[src/rtl/fetch_sequencer_pkg.sv]
// Shared types and constants for the fetch sequencer and its next-PC calculator.
package fetch_sequencer_pkg;

    typedef enum logic [1:0] {
        ST_IDLE  = 2'd0,
        ST_REQ   = 2'd1,
        ST_VALID = 2'd2,
        ST_FAULT = 2'd3
    } state_t;

    localparam logic [31:0] RESET_PC_DEFAULT = 32'h0000_3000;
    localparam int          TIMEOUT_DEFAULT  = 16;

    // MIPS instruction field boundaries used by the redirect logic.
    localparam int IMM_MSB    = 15;
    localparam int TARGET_MSB = 25;
    localparam int OPCODE_LSB = 26;

    function automatic logic [31:0] branch_offset(input logic [15:0] imm);
        return {{14{imm[15]}}, imm, 2'b00};
    endfunction

endpackage

[src/rtl/fetch_sequencer_if.sv]
// Instruction-memory fetch port between the fetch sequencer (master) and imem (slave).
interface fetch_sequencer_if;
    // imem_req rises when a fetch starts and stays high, with imem_addr stable, until the
    // first cycle imem_ack is high; imem_rdata is only meaningful in that ack cycle.
    logic        imem_req;
    logic [31:0] imem_addr;
    logic        imem_ack;
    logic [31:0] imem_rdata;

    modport master (
        output imem_req,
        output imem_addr,
        input  imem_ack,
        input  imem_rdata
    );

    modport slave (
        input  imem_req,
        input  imem_addr,
        output imem_ack,
        output imem_rdata
    );
endinterface

[src/rtl/fetch_sequencer_npc_calc.sv]
// Combinational next-PC calculator: sequential, branch, jump and jump-register targets,
// with priority jr > jump > branch > sequential, plus an alignment flag on the result.
module npc_calc
    import fetch_sequencer_pkg::*;
(
    input  logic [31:0] pc,
    input  logic [31:0] instr,
    input  logic        branch_taken,
    input  logic        jump,
    input  logic        jr,
    input  logic [31:0] jr_target,
    output logic [31:0] npc,
    output logic [31:0] pc_plus_4,
    output logic        misaligned
);
    logic unused_opcode;

    // The opcode is decoded upstream; only the immediate and target fields matter here.
    assign unused_opcode = ^instr[31:OPCODE_LSB];

    assign pc_plus_4 = pc + 32'd4;

    always_comb begin
        npc = pc_plus_4;
        if (jr) begin
            npc = jr_target;
        end else if (jump) begin
            npc = {pc_plus_4[31:28], instr[TARGET_MSB:0], 2'b00};
        end else if (branch_taken) begin
            npc = pc_plus_4 + branch_offset(instr[IMM_MSB:0]);
        end
    end

    assign misaligned = |npc[1:0];

endmodule

[src/rtl/fetch_sequencer.sv]
// Fetch sequencer: owns the PC, fetches over the imem req/ack port, holds each word until
// decode consumes it, then steps or redirects the PC. Timeouts and bad targets are sticky.
module fetch_sequencer
    import fetch_sequencer_pkg::*;
#(
    parameter logic [31:0] RESET_PC = RESET_PC_DEFAULT,
    parameter int          TIMEOUT  = TIMEOUT_DEFAULT
) (
    input  logic              clk,
    input  logic              rst_n,
    fetch_sequencer_if.master imem,
    output logic              instr_valid,
    output logic [31:0]       instr_out,
    output logic [31:0]       pc_out,
    output logic [31:0]       pc_plus_4,
    input  logic              stall,
    input  logic              branch_taken,
    input  logic              jump,
    input  logic              jr,
    input  logic [31:0]       jr_target,
    output logic              fetch_err,
    output state_t            dbg_state
);
    localparam int               CNT_W    = $clog2(TIMEOUT + 1);
    localparam logic [CNT_W-1:0] CNT_LAST = CNT_W'(TIMEOUT - 1);

    state_t           state;
    logic [31:0]      pc_q;
    logic [31:0]      instr_q;
    logic [CNT_W-1:0] cnt;
    logic             req_q;
    logic             valid_q;
    logic             err_q;
    logic [31:0]      npc;
    logic             misaligned;

    npc_calc u_npc_calc (
        .pc           (pc_q),
        .instr        (instr_q),
        .branch_taken (branch_taken),
        .jump         (jump),
        .jr           (jr),
        .jr_target    (jr_target),
        .npc          (npc),
        .pc_plus_4    (pc_plus_4),
        .misaligned   (misaligned)
    );

    always_ff @(posedge clk or negedge rst_n) begin
        if (!rst_n) begin
            state   <= ST_IDLE;
            pc_q    <= RESET_PC;
            instr_q <= '0;
            cnt     <= '0;
            req_q   <= 1'b0;
            valid_q <= 1'b0;
            err_q   <= 1'b0;
        end else begin
            case (state)
                ST_IDLE: begin
                    state <= ST_REQ;
                    req_q <= 1'b1;
                end
                ST_REQ: begin
                    // An ack in the last allowed cycle still completes the fetch.
                    if (imem.imem_ack) begin
                        instr_q <= imem.imem_rdata;
                        cnt     <= '0;
                        req_q   <= 1'b0;
                        valid_q <= 1'b1;
                        state   <= ST_VALID;
                    end else if (cnt == CNT_LAST) begin
                        req_q <= 1'b0;
                        err_q <= 1'b1;
                        state <= ST_FAULT;
                    end else begin
                        cnt <= cnt + CNT_W'(1);
                    end
                end
                ST_VALID: begin
                    if (!stall) begin
                        valid_q <= 1'b0;
                        if (misaligned) begin
                            err_q <= 1'b1;
                            state <= ST_FAULT;
                        end else begin
                            pc_q  <= npc;
                            req_q <= 1'b1;
                            state <= ST_REQ;
                        end
                    end
                end
                default: begin
                    state <= ST_FAULT;
                end
            endcase
        end
    end

    assign imem.imem_req  = req_q;
    assign imem.imem_addr = pc_q;
    assign instr_valid    = valid_q;
    assign instr_out      = instr_q;
    assign pc_out         = pc_q;
    assign fetch_err      = err_q;
    assign dbg_state      = state;

endmodule

[src/flat_wrapper.sv]
// flat-port wrapper written by rule: the top's interface ports become plain ports
module fetch_sequencer_flat import fetch_sequencer_pkg::*;
#(
    parameter logic [31:0] RESET_PC = RESET_PC_DEFAULT,
    parameter int          TIMEOUT  = TIMEOUT_DEFAULT
)
  (clk, rst_n, instr_valid, instr_out, pc_out, pc_plus_4, stall, branch_taken, jump, jr, jr_target, fetch_err, dbg_state, imem_imem_req, imem_imem_addr, imem_imem_ack, imem_imem_rdata);
  fetch_sequencer_if imem_i ();
  input  logic clk;
  input  logic rst_n;
  output logic instr_valid;
  output logic [31:0] instr_out;
  output logic [31:0] pc_out;
  output logic [31:0] pc_plus_4;
  input  logic stall;
  input  logic branch_taken;
  input  logic jump;
  input  logic jr;
  input  logic [31:0] jr_target;
  output logic fetch_err;
  output state_t dbg_state;
  output wire logic [$bits(imem_i.imem_req)-1:0] imem_imem_req;
  output wire logic [$bits(imem_i.imem_addr)-1:0] imem_imem_addr;
  input wire logic [$bits(imem_i.imem_ack)-1:0] imem_imem_ack;
  input wire logic [$bits(imem_i.imem_rdata)-1:0] imem_imem_rdata;
  assign imem_imem_req = imem_i.imem_req;
  assign imem_imem_addr = imem_i.imem_addr;
  assign imem_i.imem_ack = imem_imem_ack;
  assign imem_i.imem_rdata = imem_imem_rdata;
  fetch_sequencer #(.RESET_PC(RESET_PC), .TIMEOUT(TIMEOUT)) u_core (.clk(clk), .rst_n(rst_n), .imem(imem_i), .instr_valid(instr_valid), .instr_out(instr_out), .pc_out(pc_out), .pc_plus_4(pc_plus_4), .stall(stall), .branch_taken(branch_taken), .jump(jump), .jr(jr), .jr_target(jr_target), .fetch_err(fetch_err), .dbg_state(dbg_state));
endmodule
[config.mk]
export PLATFORM = sky130hd
export DESIGN_NAME = fetch_sequencer_flat
export DESIGN_NICKNAME = d
export VERILOG_FILES = /design/src/rtl/fetch_sequencer_pkg.sv /design/src/rtl/fetch_sequencer_if.sv /design/src/rtl/fetch_sequencer_npc_calc.sv /design/src/rtl/fetch_sequencer.sv /design/src/flat_wrapper.sv
export SDC_FILE = /design/constraint.sdc
export NUM_CORES = 1
export LEC_CHECK = 0
export ABC_CLOCK_PERIOD_IN_PS = 8300
export BUFFER_PORTS_ARGS = -buffer_cell sky130_fd_sc_hd__buf_2
export CORE_MARGIN = 5
export CORE_UTILIZATION = 55
export DETAILED_ROUTE_END_ITERATION = 10
export PLACE_DENSITY = 0.89
export SLEW_MARGIN = 25
export SYNTH_ARGS = -nofsm -noshare
export SYNTH_HDL_FRONTEND = slang
export SYNTH_HIERARCHICAL = 1
export SYNTH_SLANG_ARGS = --single-unit
[constraint.sdc]
create_clock -name clk -period 8.3 [get_ports clk]
set_input_delay 1.66 -clock clk [delete_from_list [all_inputs] [get_ports clk]]
set_output_delay 1.66 -clock clk [all_outputs]
set_load 0.01 [all_outputs]
==> reports/metrics.yaml, run 1 <==
power_and_ir_drop:
  p_per_area_nw_per_um2: 244
  ir_drop_mv: 0.134
  p_leak_nw: 3.87
  power.total_mw: 1.85
worst_setup_path:
  arrival_ns: 2.79
  critical_path.endpoint_type: "output pin"
  crit_fanout: 8
  crit_required_ns: 6.64
  worstSetupStartpointType: "register"
  critical_path_class: "reg2out"
timing:
  hold_viol: 0
  final_max_slew_viol_count: 0
  max_freq_mhz: 225
  fin_hold_ws_ns: 0.479
  layout_min_cycle_time_ns: 4.45
  fin_crit_sh_pct: 53.6
  grt_setup_unrepaired: "no"
  worstMarginPinSlew_ns: 1.04
  setup-violations-final: 0
  clock-skew-final_ns: 0.00621
  fin_setup_tns_ns: 0
  maxSlewHeadroom_pct: 31.0
layout:
  nNetsFinal: 961
  fillers: 937
  final_common_cell: "buf_2"
  drive_above_1_share_pct: 35.2
  most-common-layout-cells: "buf_2 (202), dfrtp_1 (72), nand2_1 (53)"
  syn2layout_area_growth_pct: 18.0
  final_cell_area_sq_um: 7570
worst_hold_path:
  min_path_type: "reg2reg"
die:
  dieWidth_microns: 118
  die_h_microns: 118
  pin_count: 204
  start_util_pct: 56.2
  num_rows: 39
  core_sq_um: 11400
  die_area_sq_um: 13900
detailed_routing:
  firstDrtPassIters: 8
  drc: 0
  wl_per_cell_microns: 19.3
  ant_nets: 0
  avgViaCountPerCell: 6.07
  route.vias.total: 6074
  wirelength_microns: 19300
  drt-initial-drc-count: 429
run:
  maxCapViolCount: 0
place:
  place_congestion: 0.910
  postPlaceCellArea_sq_um: 7240
  dp_hpwl_microns: 14000
  port_buffers: 203
yosys:
  avgSynthCellArea_sq_um: 9.22
  synth_xor_xnor_area_share_pct: 6.65
  synth_cell_types: 69
  mappedNetlistNets: 806
  ys_ff_latch: 74
  ys_seq_area_share_pct: 28.9
  synth_edf_count: 0
  synth_flop_cell: "dfrtp_1"
  synth_top_area_share_pct: 28.1
  synth_top_cell_by_area: "dfrtp_1"
  synth_compound_area_share_pct: 17.5
  async_reset_ff_share_pct: 100
  syn_inst: 696
  yosysWarnings: 6
  synth_top_family_by_area: "compound AO/OA/AOI/OAI gates"
  synth_fa_ha_area_share_pct: 7.72
  yosys-top-cells-area: "dfrtp_1 (28%), ha_1 (7.4%), mux2_4 (7.0%)"
  yosys.area_share.simple_pct: 16.9
  synth.area.mux_share_pct: 14.9
  synthesis.area_sq_um: 6420
global_routing:
  grt_pass1_wl_microns: 30700
  grt_antenna_before_repair: 1
  grt_pass1_vias: 5989
  grt_use_total_pct: 26.9
  grt_max_degree: 75
  overflow: 0
cts:
  post-cts-setup-buffers: 0
  clk_latency_ns: 0.34
  cts.repair.resized: 0
  clk_pin_slew_worst_paths_ns: 0.06
  hold_buffers: 0
  cts_max_path_buffers: 2
  cts_num_sinks: 74
  cts-root-buf: "clkbuf_16"
  cts_tree: "yes"
  htree_levels: 3
  cts_buffers: 9
outcome:
  status: "complete, no violations"
[Yosys cell counts, drive strengths merged (7+ instances only)]
cell	instances
a31oi	8
buf	44
mux2	67
inv	16
nand2b	7
nor3	14
nor2	47
nand4	15
a21o	19
a21oi	51
o22ai	11
xor2	14
ha	38
dfrtp	72
nand2	55
mux2i	9
nor2b	8
xnor2	33
nor4	8
clkbuf	20
nand3	18
and3	7
o21ai	40
[stage by stage]
stage                     cells  util [%]  setup WS, ns
final                      1000      66.3          3.85
after global routing       1000      66.3          3.48
after CTS                   999      66.3          3.90
after detailed placement    983      63.4          4.00
after global placement      983      63.4          4.13
after floorplan             696         -          4.41
[final cells by class]
type	instances	area (sq um)	area share (%)
clock inverters	6	90.1	1.19
repair buffers	208	1060	14.0
well taps	143	179	2.36
diodes	1	2.50	0.0330
inverters	17	63.8	0.842
clock buffers	10	239	3.15
multi-input cells	541	4090	53.9
flip-flops and latches	74	1850	24.5
[layer usage]
metal,global-route usage [%],wire length (microns)
met2,44.9,9480
met3,5.38,1630
met5,0,0
met4,13.7,744
met1,32.8,7450
[critical path, cell delays in order (launching register included)]
cell and delay (ns):
dfrtp_1 0.49, ha_1 0.29, nand4_1 0.17, nor3_2 0.55, nand2_1 0.20, nor3_1 0.27
xor2_1 0.28, buf_2 0.19
[kinds of logic (layout without fill, tap and decap cells)]
kind of cell | after synthesis | in the layout
buffers and inverters | 81 | 241
other | 0 | 1
xor gates and xnor gates | 47 | 47
adders and majority gates | 39 | 39
muxes | 76 | 76
and+or+nand+nor | 201 | 201
AOI/OAI and AO/OA | 178 | 178
DFF | 74 | 74
[power breakdown]
group / switching (mW) / total (mW) / leakage [nW] / internal [mW]
clock network: 0.168 / 0.441 / 0.159 / 0.272
logic: 0.475 / 0.862 / 2.78 / 0.387
registers: 0.112 / 0.546 / 0.937 / 0.433
[worst paths after layout]
kind / slack (ns) / depth (start not counted) / to / startpoint
min in group asynchronous: 1.35 / 1 / u_core/imem.imem_addr[11] / rst_n
worst min-delay path: 0.48 / 1 / u_core/fetch_err / u_core/fetch_err
worst max register to register: 3.90 / 15 / u_core/imem.imem_addr[30] / u_core/imem.imem_addr[2]
worst min register to register: 0.48 / 1 / u_core/fetch_err / u_core/fetch_err
max in group asynchronous: 6.49 / 1 / u_core/dbg_state[1] / rst_n
worst max-delay path: 3.85 / 7 / pc_plus_4[26] / u_core/imem.imem_addr[2]
[state kept, by name, summed over array words and instances (netlist names)]
signal / cells
u_core/imem.imem_addr: 32
u_core/instr_out: 32
u_core/cnt: 5
u_core/dbg_state: 2
u_core/fetch_err: 1
u_core/imem.imem_req: 1
u_core/instr_valid: 1
Note: power is estimated with default switching activity, not from simulation.
==> inputs of run 2 (changes only) <==
--- a/config.mk
+++ b/config.mk
@@ -5,12 +5,13 @@
 export SDC_FILE = /design/constraint.sdc
 export NUM_CORES = 1
 export LEC_CHECK = 0
-export ABC_CLOCK_PERIOD_IN_PS = 8300
+export ABC_AREA = 1
+export ABC_CLOCK_PERIOD_IN_PS = 4500
 export BUFFER_PORTS_ARGS = -buffer_cell sky130_fd_sc_hd__buf_2
 export CORE_MARGIN = 5
-export CORE_UTILIZATION = 55
+export CORE_UTILIZATION = 54
 export DETAILED_ROUTE_END_ITERATION = 10
-export PLACE_DENSITY = 0.89
+export PLACE_DENSITY = 0.86
 export SLEW_MARGIN = 25
 export SYNTH_ARGS = -nofsm -noshare
 export SYNTH_HDL_FRONTEND = slang
==> constraint.sdc (replaced) <==
create_clock -name clk -period 4.5 [get_ports clk]
set_input_delay 0.9 -clock clk [delete_from_list [all_inputs] [get_ports clk]]
set_output_delay 0.9 -clock clk [all_outputs]
set_load 0.01 [all_outputs]
==> run 2 against run 1 <==
Against the previous run: hold slack worse by 0.0095 ns; sequential share of layout area is 2.4 points lower; first-iteration DRC count is 140% higher; setup slack worse by 3.2 ns; critical path depth is 13 higher; cell count is 49% higher; flip-flop and latch count stayed put; clock-buffer cell count is 1 lower; largest power group unchanged.
==> reports/metrics.yaml, run 2 <==
outcome:
  status: "complete, no violations"
cts:
  clk_pin_slew_worst_paths_ns: 0.07  # about the same
  cts_buffers: 9  # unchanged
  cts-root-buf: "clkbuf_16"
  cts_num_sinks: 74  # unchanged
  htree_levels: 3  # unchanged
  cts_max_path_buffers: 2  # unchanged
  cts_tree: "yes"
  hold_buffers: 0  # unchanged
  clk_latency_ns: 0.35  # about the same
  post-cts-setup-buffers: 0  # unchanged
  cts.repair.resized: 0  # unchanged
worst_setup_path:
  critical_path.endpoint_type: "register"
  crit_required_ns: 4.79  # -1.85 ns
  arrival_ns: 4.14  # +1.35 ns
  reg2reg_slack_ns: 0.65  # -3.25 ns
  worstSetupStartpointType: "register"
  crit_fanout: 7  # -1
  critical_path_class: "reg2reg"
timing:
  grt_setup_unrepaired: "no"
  hold_viol: 0  # unchanged
  layout_min_cycle_time_ns: 3.85
  max_freq_mhz: 260
  maxSlewHeadroom_pct: 38.2  # +7.2 points
  fin_crit_sh_pct: 85.6
  worstMarginPinSlew_ns: 0.928  # -0.107 ns
  setup-violations-final: 0  # unchanged
  final_max_slew_viol_count: 0  # unchanged
  fin_setup_tns_ns: 0  # unchanged
  clock-skew-final_ns: 0.0105  # +0.00427 ns
yosys:
  synth_common_cells: "nand2_1 (401), inv_1 (131), nand3_1 (128)"
  synth_cell_types: 46  # -33%
  syn_inst: 1156  # +66%
  synth_edf_count: 0  # unchanged
  ys_ff_latch: 74  # unchanged
  avgSynthCellArea_sq_um: 6.25  # -32%
  synth_top_area_share_pct: 24.9  # -3.2 points
  synth_flop_cell: "dfrtp_1"
  synth_top_cell_by_area: "dfrtp_1"
  mappedNetlistNets: 1266  # +57%
  yosysMostFrequentCell: "nand2_1"
  yosys-top-cells-area: "dfrtp_1 (25%), nand2_1 (21%), nand3_1 (8.9%)"
  async_reset_ff_share_pct: 100  # unchanged
  ys_seq_area_share_pct: 25.6  # -3.2 points
  synthesis.area_sq_um: 7230  # +13%
  yosysWarnings: 6  # unchanged
layout:
  final_common_cell: "nand2_1"
  syn2layout_area_growth_pct: 16.0
  n_antenna_cell: 0  # -1
  final_util_pct: 63.6  # -2.7 points
  most-common-layout-cells: "nand2_1 (401), buf_2 (202), inv_1 (130)"
  drive_above_1_share_pct: 20.3  # -15 points
  nNetsFinal: 1422  # +48%
detailed_routing:
  drc: 0  # unchanged
  wirelength_microns: 27800  # +44%
  wl_per_cell_microns: 18.6  # -3.5%
  ant_nets: 0  # unchanged
  drt-initial-drc-count: 1051  # +140%
  firstDrtPassIters: 6  # -2
  route.vias.total: 8530  # +40%
  avgViaCountPerCell: 5.71  # -5.9%
die:
  start_util_pct: 54.8  # -1.4 points
  die_h_microns: 126  # +6.5%
  dieWidth_microns: 126  # +6.5%
  core_sq_um: 13200  # +16%
  die_area_sq_um: 15800  # +13%
  num_rows: 42  # +7.7%
  pin_count: 204  # unchanged
global_routing:
  grt_antenna_before_repair: 1  # unchanged
  grt_pass1_wl_microns: 43000  # +40%
  grt_pass1_vias: 7931  # +32%
  grt_use_total_pct: 34.3  # +7.4 points
  grt_max_degree: 75  # unchanged
  overflow: 0  # unchanged
power_and_ir_drop:
  power_switching_mw: 3.41  # +350%
  p_leak_nw: 4.87  # +26%
  pwr-share-seq_pct: 23.5  # -6.0 points
  intPower_mw: 2.80  # +160%
  pwr-share-comb_pct: 63.6  # +17 points
  p_clk_share_pct: 12.9  # -11 points
  sw_frac_of_total_pct: 54.9  # +14 points
  ir_drop_mv: 0.477  # +260%
  p_per_area_nw_per_um2: 740  # +200%
place:
  port_buffers: 203  # unchanged
  place_congestion: 1.03  # +14%
  dp_hpwl_microns: 21600  # +54%
worst_hold_path:
  min_path_type: "reg2reg"
run:
  maxCapViolCount: 0  # unchanged
## run 2: cell types whose count changed after synthesis, moves of 11 or more
cell,previous run,this run
nand3_1,17,128
mux2_4,30,0
o21ai_0,39,26
nand2_1,53,401
nor2_1,47,99
o22ai_1,11,0
inv_1,15,131
xnor2_1,33,2
a21oi_1,51,74
mux2_2,28,0
clkbuf_1,20,9
a21o_1,19,2
## run 2: final timing paths
kind,cells after the start,startpoint,to
max,20,u_core/imem.imem_addr[2],u_core/imem.imem_addr[23]
min,2,u_core/imem.imem_req,u_core/imem.imem_req
max reg2reg,20,u_core/imem.imem_addr[2],u_core/imem.imem_addr[23]
min reg2reg,2,u_core/imem.imem_req,u_core/imem.imem_req
max in group asynchronous,1,rst_n,u_core/instr_out[4]
min in group asynchronous,1,rst_n,u_core/imem.imem_addr[25]
## run 2: layer usage
metal  vias up  routed length [microns]  part of all wire, %  track usage, %
li1       3972                        -                    -               -
met1      3891                    10900                   39            44.0
met2       593                    12600                   45            56.2
met3        74                     3200                   11            7.03
met4         0                     1110                  4.0            14.4
met5         -                        0                    0               0
## run 2: layout make-up
| class | count | area [sq um] |
|---|---|---|
| fillers | 1318 | 4800 |
| flip-flops and latches | 74 | 1850 |
| clock inverters | 7 | 98.8 |
| well taps | 176 | 220 |
| inverters | 134 | 508 |
| multi-input cells | 883 | 4410 |
| clock buffers | 9 | 225 |
| repair buffers | 210 | 1070 |
## run 2: kinds of logic (layout without fill, tap and decap cells)
group | count (synthesis) | count (layout) | synth area share, %
and+or+nand+nor | 686 | 686 | 40.8
buffers and inverters | 199 | 360 | 13.4
AOI/OAI and AO/OA | 139 | 139 | 10.8
DFF | 74 | 74 | 25.6
adders and majority gates | 39 | 39 | 6.85
xor gates and xnor gates | 19 | 19 | 2.51
## run 2: power groups by stage
stage               clock (mW)  combinational (mW)  sequential (mW)
detailed placement           0                3.84             1.45
CTS                      0.808                3.88             1.45
floorplan                    0                2.56             1.44
finish                   0.802                3.95             1.46
global placement             0                3.81             1.45
global route             0.828                4.33             1.51
## run 2: critical path, stage by stage (launching register included)
cell and delay (ns):
dfrtp_1 0.51, ha_1 0.32, inv_1 0.10, nor2_2 0.25, inv_2 0.07, nor2_2 0.25, xor2_1 0.40, ha_1 0.37
nand2_1 0.24, inv_1 0.06, nand2_1 0.08, nand2_1 0.10, a21oi_1 0.13, nand2_1 0.19, nand3_1 0.17, nand2_1 0.06
nand2_1 0.05, nand3_1 0.06, a21oi_1 0.18, nand3_1 0.09, nand2_1 0.10
## run 2: metrics by stage
step | power [mW] | worst slack [ns] | hold slack [ns] | cell area [sq um] | instances
2_1_floorplan | 4.00 | 1.55 | 0.453 | 7230 | 1156
3_3_place_gp | 5.26 | 0.796 | 0.452 | 8060 | 1477
3_5_place_dp | 5.29 | 0.816 | 0.460 | 8060 | 1477
4_1_cts | 6.13 | 0.790 | 0.475 | 8390 | 1493
5_1_grt | 6.67 | 0.376 | 0.495 | 8390 | 1493
6_report | 6.21 | 0.647 | 0.470 | 8390 | 1493
